File: config.mk
export PLATFORM = sky130hd
export DESIGN_NAME = cpu_sequencer
export DESIGN_NICKNAME = d
export VERILOG_FILES = /design/src/rtl/cpu_pkg.sv /design/src/rtl/onehot_decode.sv /design/src/rtl/cpu_sequencer.sv
export SDC_FILE = /design/constraint.sdc
export NUM_CORES = 1
export LEC_CHECK = 0
export ABC_CLOCK_PERIOD_IN_PS = 2770
export CORE_MARGIN = 2
export CORE_UTILIZATION = 42
export DETAILED_ROUTE_END_ITERATION = 8
export PLACE_DENSITY = 0.69
export RECOVER_POWER = 100
export SKIP_LAST_GASP = 1
export SLEW_MARGIN = 10
export SYNTH_ARGS = -nofsm -noshare
export SYNTH_HDL_FRONTEND = slang
export SYNTH_HIERARCHICAL = 1
export SYNTH_SLANG_ARGS = --single-unit
File: constraint.sdc
create_clock -name clk -period 2.77 [get_ports clk]
set_input_delay 0.554 -clock clk [delete_from_list [all_inputs] [get_ports clk]]
set_output_delay 0.554 -clock clk [all_outputs]
set_load 0.02 [all_outputs]
File: src/rtl/cpu_pkg.sv
// Shared types for the CPU sequencer: opcodes, state indices, run modes.
package cpu_pkg;

    typedef enum logic [1:0] {
        OP_ADD = 2'b00,
        OP_AND = 2'b01,
        OP_JMP = 2'b10,
        OP_INC = 2'b11
    } opcode_e;

    typedef enum logic [1:0] {
        RUN    = 2'd0,
        HALTED = 2'd1,
        STEP   = 2'd2
    } mode_e;

    localparam int unsigned FETCH1_IDX = 0;
    localparam int unsigned FETCH2_IDX = 1;
    localparam int unsigned FETCH3_IDX = 2;
    localparam int unsigned ADD1_IDX   = 3;
    localparam int unsigned ADD2_IDX   = 4;
    localparam int unsigned AND1_IDX   = 5;
    localparam int unsigned AND2_IDX   = 6;
    localparam int unsigned JMP1_IDX   = 7;
    localparam int unsigned INC1_IDX   = 8;

    function automatic logic [3:0] entry_idx(input opcode_e op);
        case (op)
            OP_ADD:  entry_idx = 4'(ADD1_IDX);
            OP_AND:  entry_idx = 4'(AND1_IDX);
            OP_JMP:  entry_idx = 4'(JMP1_IDX);
            default: entry_idx = 4'(INC1_IDX);
        endcase
    endfunction

endpackage

File: src/rtl/onehot_decode.sv
// Count to one-hot decoder with enable; purely combinational, no flow control.
module onehot_decode #(
    parameter int N     = 9,
    parameter int CNT_W = 4
) (
    input  logic [CNT_W-1:0] idx_i,
    input  logic             en_i,
    output logic [N-1:0]     onehot_o
);

    always_comb begin
        onehot_o = '0;
        for (int i = 0; i < N; i++) begin
            onehot_o[i] = en_i && (idx_i == CNT_W'(i));
        end
    end

endmodule

File: src/rtl/cpu_sequencer.sv
// Sequence counter and one-hot state generator with run/halt/step control.
// One cycle from command to CPU_state; halts only at instruction boundaries.
module cpu_sequencer
    import cpu_pkg::*;
#(
    parameter int states = 9,
    parameter int CNT_W  = 4,
    parameter int ICNT_W = 16
) (
    input  logic              clk,
    input  logic              rst,
    input  logic              COUNTER_LD,
    input  logic              COUNTER_INC,
    input  logic              COUNTER_CLR,
    input  logic [1:0]        opcode,
    input  logic              halt_req,
    input  logic              step,
    output logic [states-1:0] CPU_state,
    output logic              halted,
    output logic              instr_retired,
    output logic [ICNT_W-1:0] instr_count,
    output logic              seq_err
);

    mode_e              mode_q, mode_d;
    logic [CNT_W-1:0]   count_q, count_d;
    logic [states-1:0]  state_q, state_d;
    logic               retired_q, clr_commit;
    logic [ICNT_W-1:0]  icnt_q;
    logic               err_q, err_d;
    logic               multi_cmd;

    assign multi_cmd = (COUNTER_LD & COUNTER_INC) | (COUNTER_LD & COUNTER_CLR)
                     | (COUNTER_INC & COUNTER_CLR);

    always_comb begin
        mode_d     = mode_q;
        count_d    = count_q;
        err_d      = err_q;
        clr_commit = 1'b0;
        if (mode_q == HALTED) begin
            if (!halt_req) begin
                mode_d = RUN;
            end else if (step) begin
                mode_d = STEP;
            end
        end else if (mode_q == RUN && count_q == CNT_W'(FETCH1_IDX) && halt_req) begin
            // FETCH1 only copies PC->AR, so dropping its commands is harmless.
            mode_d = HALTED;
        end else if (multi_cmd) begin
            count_d = '0;
            err_d   = 1'b1;
        end else if (COUNTER_CLR) begin
            count_d    = '0;
            clr_commit = 1'b1;
            if (mode_q == STEP) begin
                mode_d = HALTED;
            end
        end else if (COUNTER_LD) begin
            count_d = CNT_W'(entry_idx(opcode_e'(opcode)));
            if (count_q != CNT_W'(FETCH3_IDX)) begin
                err_d = 1'b1;
            end
        end else if (COUNTER_INC) begin
            if (count_q == CNT_W'(INC1_IDX)) begin
                count_d = '0;
                err_d   = 1'b1;
            end else begin
                count_d = count_q + CNT_W'(1);
            end
        end
    end

    onehot_decode #(
        .N     (states),
        .CNT_W (CNT_W)
    ) u_decode (
        .idx_i    (count_d),
        .en_i     (mode_d != HALTED),
        .onehot_o (state_d)
    );

    always_ff @(posedge clk or posedge rst) begin
        if (rst) begin
            mode_q    <= RUN;
            count_q   <= '0;
            state_q   <= states'(1);
            retired_q <= 1'b0;
            icnt_q    <= '0;
            err_q     <= 1'b0;
        end else begin
            mode_q    <= mode_d;
            count_q   <= count_d;
            state_q   <= state_d;
            retired_q <= clr_commit;
            icnt_q    <= icnt_q + ICNT_W'(clr_commit);
            err_q     <= err_d;
        end
    end

    assign CPU_state     = state_q;
    assign halted        = (mode_q == HALTED);
    assign instr_retired = retired_q;
    assign instr_count   = icnt_q;
    assign seq_err       = err_q;

endmodule

==> Yosys cells after proc, flatten, opt, wreduce, memory -nomap -nowiden <==
Cells that the tools add are included.
Widths: inputs -> output; s select.
{ "classes": {"eq_ne": 17, "n_addsub": 2, "n_reduce_logical": 18, "bitwise": 7, "mux": 25} }
{ "op_table": {"columns": ["cell", "count"], "rows": [
  ["$mux 4", 7],
  ["$add 16x1->16", 1],
  ["$eq 4x3->1 const B", 4],
  ["$mux 2", 7],
  ["$pmux 4 s3", 1],
  ["$logic_and 1x1->1", 11],
  ["$mux 1", 10],
  ["$eq 4x2->1 const B", 2],
  ["$eq 4x4->1 const B", 2],
  ["$logic_not 4->1", 2],
  ["$reduce_and 6->1", 1],
  ["$reduce_bool 3->1", 2],
  ["$add 4x1->4 const B", 1],
  ["$eq 2x1->1 const B", 2],
  ["$eq 2x2->1 const B", 2],
  ["$eq 4x1->1 const B", 1],
  ["$logic_not 2->1", 2],
  ["$ne 2x1->1 const B", 2],
  ["$ne 4x2->1 const B", 1],
  ["$and 1x1->1", 3],
  ["$ne 3x1->1 const B", 1],
  ["$not 1->1", 2],
  ["$or 1x1->1", 2]
]} }
{ "totals": {"in_bits": 9, "output_inout_bits": 28, "wordCells": 75, "regBits": 33} }

==> Depth between registers and ports, before layout <==
{ "logic_depth": {"ltp_word": 10, "depth_mapped": 11, "mapped_depth_nobuf": 11} }

==> By module <==
The synthesis kept the hierarchy.
{ "by_module_without_submodules": {"columns": ["mod", "area_each_um2", "cells_each", "seq_area_each_um2", "n_inst"], "rows": [
  ["cpu_sequencer", 1536.5, 141, 827.0, 1],
  ["onehot_decode", 80.1, 15, 0.0, 1]
]} }

==> Worst setup path before layout <==
Ideal clock, no wire load.
{ "synth_timing": {"path_kind": "input to register", "startpoint": "input port COUNTER_INC", "endpoint": "register icnt_q[15] (netlist: instr_count[15])", "path_stages": 10, "arrival_ps": 2151, "path_buffers": 2, "t_required_ps": 2691, "setup_time_ps": 79, "slack_ps": 540, "cell_sequence": "clkbuf_1 nor2_1 nand2_1 nor2_1 ha_1 nand3_2 or2_1 buf_6 nor4_4 xor2_1"} }
{ "synth_via": {"elab_chain_len": 7, "elab_cells_between_ends": 8, "cone_classes": "1 x add/sub; 3 x mux; 4 x bitwise"} }
{ "synth_lines": {"columns": ["element", "line_no", "text"], "rows": [
  ["start, declared", "cpu_sequencer.sv:13", "input logic COUNTER_INC,"],
  ["$and 1x1->1", "cpu_sequencer.sv:33", "assign multi_cmd = (COUNTER_LD & COUNTER_INC) | (COUNTER_LD & COUNTER_CLR)"],
  ["$or 1x1->1", "cpu_sequencer.sv:33", null],
  ["$or 1x1->1 *", "cpu_sequencer.sv:34", "| (COUNTER_INC & COUNTER_CLR);"],
  ["$mux 1 *", "cpu_sequencer.sv:50", "end else if (multi_cmd) begin"],
  ["$mux 1 *", "cpu_sequencer.sv:47", "end else if (mode_q == RUN && count_q == CNT_W'(FETCH1_IDX) && halt_req) begin"],
  ["$mux 1 *", "cpu_sequencer.sv:41", "if (mode_q == HALTED) begin"],
  ["net clr_commit", "cpu_sequencer.sv:28", "logic retired_q, clr_commit;"],
  ["$add 16x1->16 *", "cpu_sequencer.sv:96", "icnt_q <= icnt_q + ICNT_W'(clr_commit);"],
  ["end signal, assigned", "cpu_sequencer.sv:96", null],
  ["end, declared", "cpu_sequencer.sv:29", "logic [ICNT_W-1:0] icnt_q;"]
]} }
The timed path passes the listed nets; every way through them passes the cells marked *.
A chain may end at the register's enable or synchronous reset.

==> Worst setup path in the final report <==
Same ends and word-level chain as after synthesis.

==> impl_metrics.yaml <==
run_status:
  status: "finished with violations"
  violations: "max-capacitance violations, max-slew violations"
worst_setup_path:
  cp_slowest_cell: "clkdlybuf4s50_1"
  crit_arrival_ps: 2630
  critPathMaxStageDelay_ps: 420
  crit_chain: "clkdlybuf4s50_1 > nor2_1 > nand2_1 > nor2_1 > ha_1 > nand3_1 > or2_0 > nor4_4 > xor2_1"
  crit_buf_inv: 1
  critical_path.max_fanout: 5
  cp_common_cell: "nor2_1"
  reg2reg_from: "count_q[0]"
  end_kind: "flip-flop"
  path_delay_family: "simple AND/OR/NAND/NOR gates"
  critPathLaunch: "COUNTER_INC"
  cp-start-kind: "input port"
  crit_required_ps: 2970
  crit_type: "in2reg"
yosys:
  synth_top_cells_by_area: "dfrtp_1 50%, ha_1 6.2%, nor2_1 4.6%, xor2_1 4.3%, xnor2_1 3.8%"
  async_flop_share: 1.000
  synth.avg_cell_area_sq_um: 10.36
  synth_area_sq_mm: 0.001617
  synthFlopType: "dfrtp_1"
  seq_area_frac_synth: 0.5116
  synth_cells: 156
  synth_top_area_cell: "dfrtp_1"
  synthDistinctLibCells: 36
  ys_ff_latch: 33
  synth_edf_count: 0
  synth_warnings: 6
  synth_nets: 173
  synth_top_area_share: 0.4954
cts:
  cts-root-buf: "clkbuf_8"
  ctsHtreeMaxLevel: 2
  worst_skew_pair.late_latency_ps: 280
  clkSlewWorstSetupHoldPaths_ps: 60
  cts_buffer_depth: 2
  cts_tree: "done"
  cts_resized: 0
  ctsHoldBuffers: 0
  cts.sinks: 33
  cts_made_buffers: 5
  cts_setup_buffers: 0
pwr:
  p_comb_frac: 0.341
  fin_total_pwr_mw: 1.730
  p_int_mw: 1.129
  leakagePower_nw: 1.061
  netSwitchingPower_mw: 0.6009
  power.density_mw_per_mm2: 805.7
  clock_power_share: 0.265
  vdd_ir_drop_max_mv: 0.2877
  p_seq_frac: 0.395
  sw_frac_of_total: 0.3473
drt:
  totalWireLength_mm: 3.178
  drc_errors: 0
  drt_iter0_markers: 99
  dr.pass1.iters: 4
  ant_nets: 0
  wl_per_cell_um: 12.76
  num_vias: 1295
  vias_per_cell: 5.201
placement:
  dpl_cell_area_sq_mm: 0.002054
  dp_hpwl_mm: 2.373
  port_buffers: 36
  dp.cells: 241
  place.gp.congestion: 0.8305
  place_ws_ps: 134.7
finish:
  antennaDiodeCount: 0
  layout.nets: 217
  fin_util: 0.5821
  syn2layout_area_growth_pct: 32.82
  final_common_cell: "dfrtp_1"
  layout_common_cells: "32 x dfrtp_1, 28 x dlygate4sd3_1, 20 x nor2_1"
  drive_above_1_share: 0.06468
  stdcell_area_sq_mm: 0.002147
  instances_no_fill: 249
sta:
  setup_viol: 0
  fmax_mhz: 411.7
  setup_tns_ps: 0
  hold_ws_ps: 462.1
  rsz0062_at_grt: "false"
  layout_setup_ws_ps: 341.1
  fin_crit_sh: 0.8768
  finClkSkew_ps: 1.661
  drv_slew: 34
  tightest_slew_ps: 1703
  slew_headroom: -0.1352
  hold_violations: 0
  post-route-min-period_ps: 2429
global_routing:
  grt_pass1_wl_mm: 5.382
  grt_use_total: 0.1644
  grt_use_met1: 0.1985
  grt.busiest_layer: "met2"
  overflow: 0
  grt_max_degree: 34
  grt_antenna_before_repair: 0
  use_met2: 0.2790
  gr-usage-met3: 0.04600
  grt_pass1_vias: 1227
floorplan:
  num_rows: 22
  dieWidth_um: 66.04
  start_util: 0.4383
  core_area_sq_mm: 0.003689
  io_pins: 37
  die_h_um: 66.04
  dieArea_sq_mm: 0.004361
flow_run:
  maxCapViolCount: 1
worst_hold_path:
  hp-class: "reg2reg"
  hold_start: "instr_count[15]"
## cell usage after synthesis, types with 2 or more instances
cell type	instances
xnor2_1	7
nand2_1	14
nand3_1	3
nand4_1	4
o31ai_1	3
o21ai_0	4
nor2_1	20
nor3_1	2
nand2b_1	4
a211oi_1	5
inv_1	9
or3b_1	2
nor3b_1	2
a31oi_1	4
xor2_1	8
clkbuf_1	3
ha_1	8
a21oi_1	5
dfrtp_1	32
## per-layer routing
| layer | up-vias | wire length (um) |
|---|---|---|
| met5 | - | 0 |
| met1 | 627 | 1379 |
| met3 | 6 | 174 |
| met4 | 0 | 55 |
| li1 | 625 | - |
| met2 | 37 | 1570 |
## cell families (layout without fill, tap and decap cells)
logic type / after synthesis / count (layout) / synth area share
and+or+nand+nor: 61 / 61 / 0.2043
adders and majority gates: 8 / 8 / 0.06192
buffers and inverters: 14 / 59 / 0.03792
DFF: 33 / 33 / 0.5116
xor gates and xnor gates: 15 / 15 / 0.08127
muxes: 1 / 1 / 0.006965
AOI/OAI and AO/OA: 24 / 24 / 0.09598
## cell type report
cell class	instances	area, sq um
Multi-Input combinational cell	109	719.4
Tap cell	48	60.06
Inverter	9	33.78
Clock inverter	1	30.03
Sequential cell	33	827.0
Fill cell	336	1541
Clock buffer	7	86.33
Timing Repair Buffer	42	390.4
## registers in the layout, indices dropped and copies added, names as in the netlist
signal	cells
instr_count	16
CPU_state	9
count_q	4
mode_q	2
instr_retired	1
seq_err	1
## power by group through the flow
stage                     Sequential [mW]  Combinational (mW)  Clock [mW]
final                               0.683               0.589       0.458
after global placement              0.692               0.616           0
after detailed placement            0.697               0.632           0
after global routing                0.700               0.654       0.500
after floorplan                     0.738               0.320           0
after CTS                           0.690               0.633       0.472
## worst paths after layout
| check | to | slack, ps | cells after the start |
|---|---|---|---|
| worst max-delay path | instr_count[15] | 340 | 9 |
| worst min-delay path | instr_count[15] | 460 | 1 |
| worst max register to register | CPU_state[0] | 380 | 9 |
| worst min register to register | instr_count[15] | 460 | 1 |
| max in group asynchronous | instr_count[10] | 580 | 3 |
| min in group asynchronous | instr_count[2] | 1200 | 3 |
No activity file was read; power rests on OpenSTA's default activity.
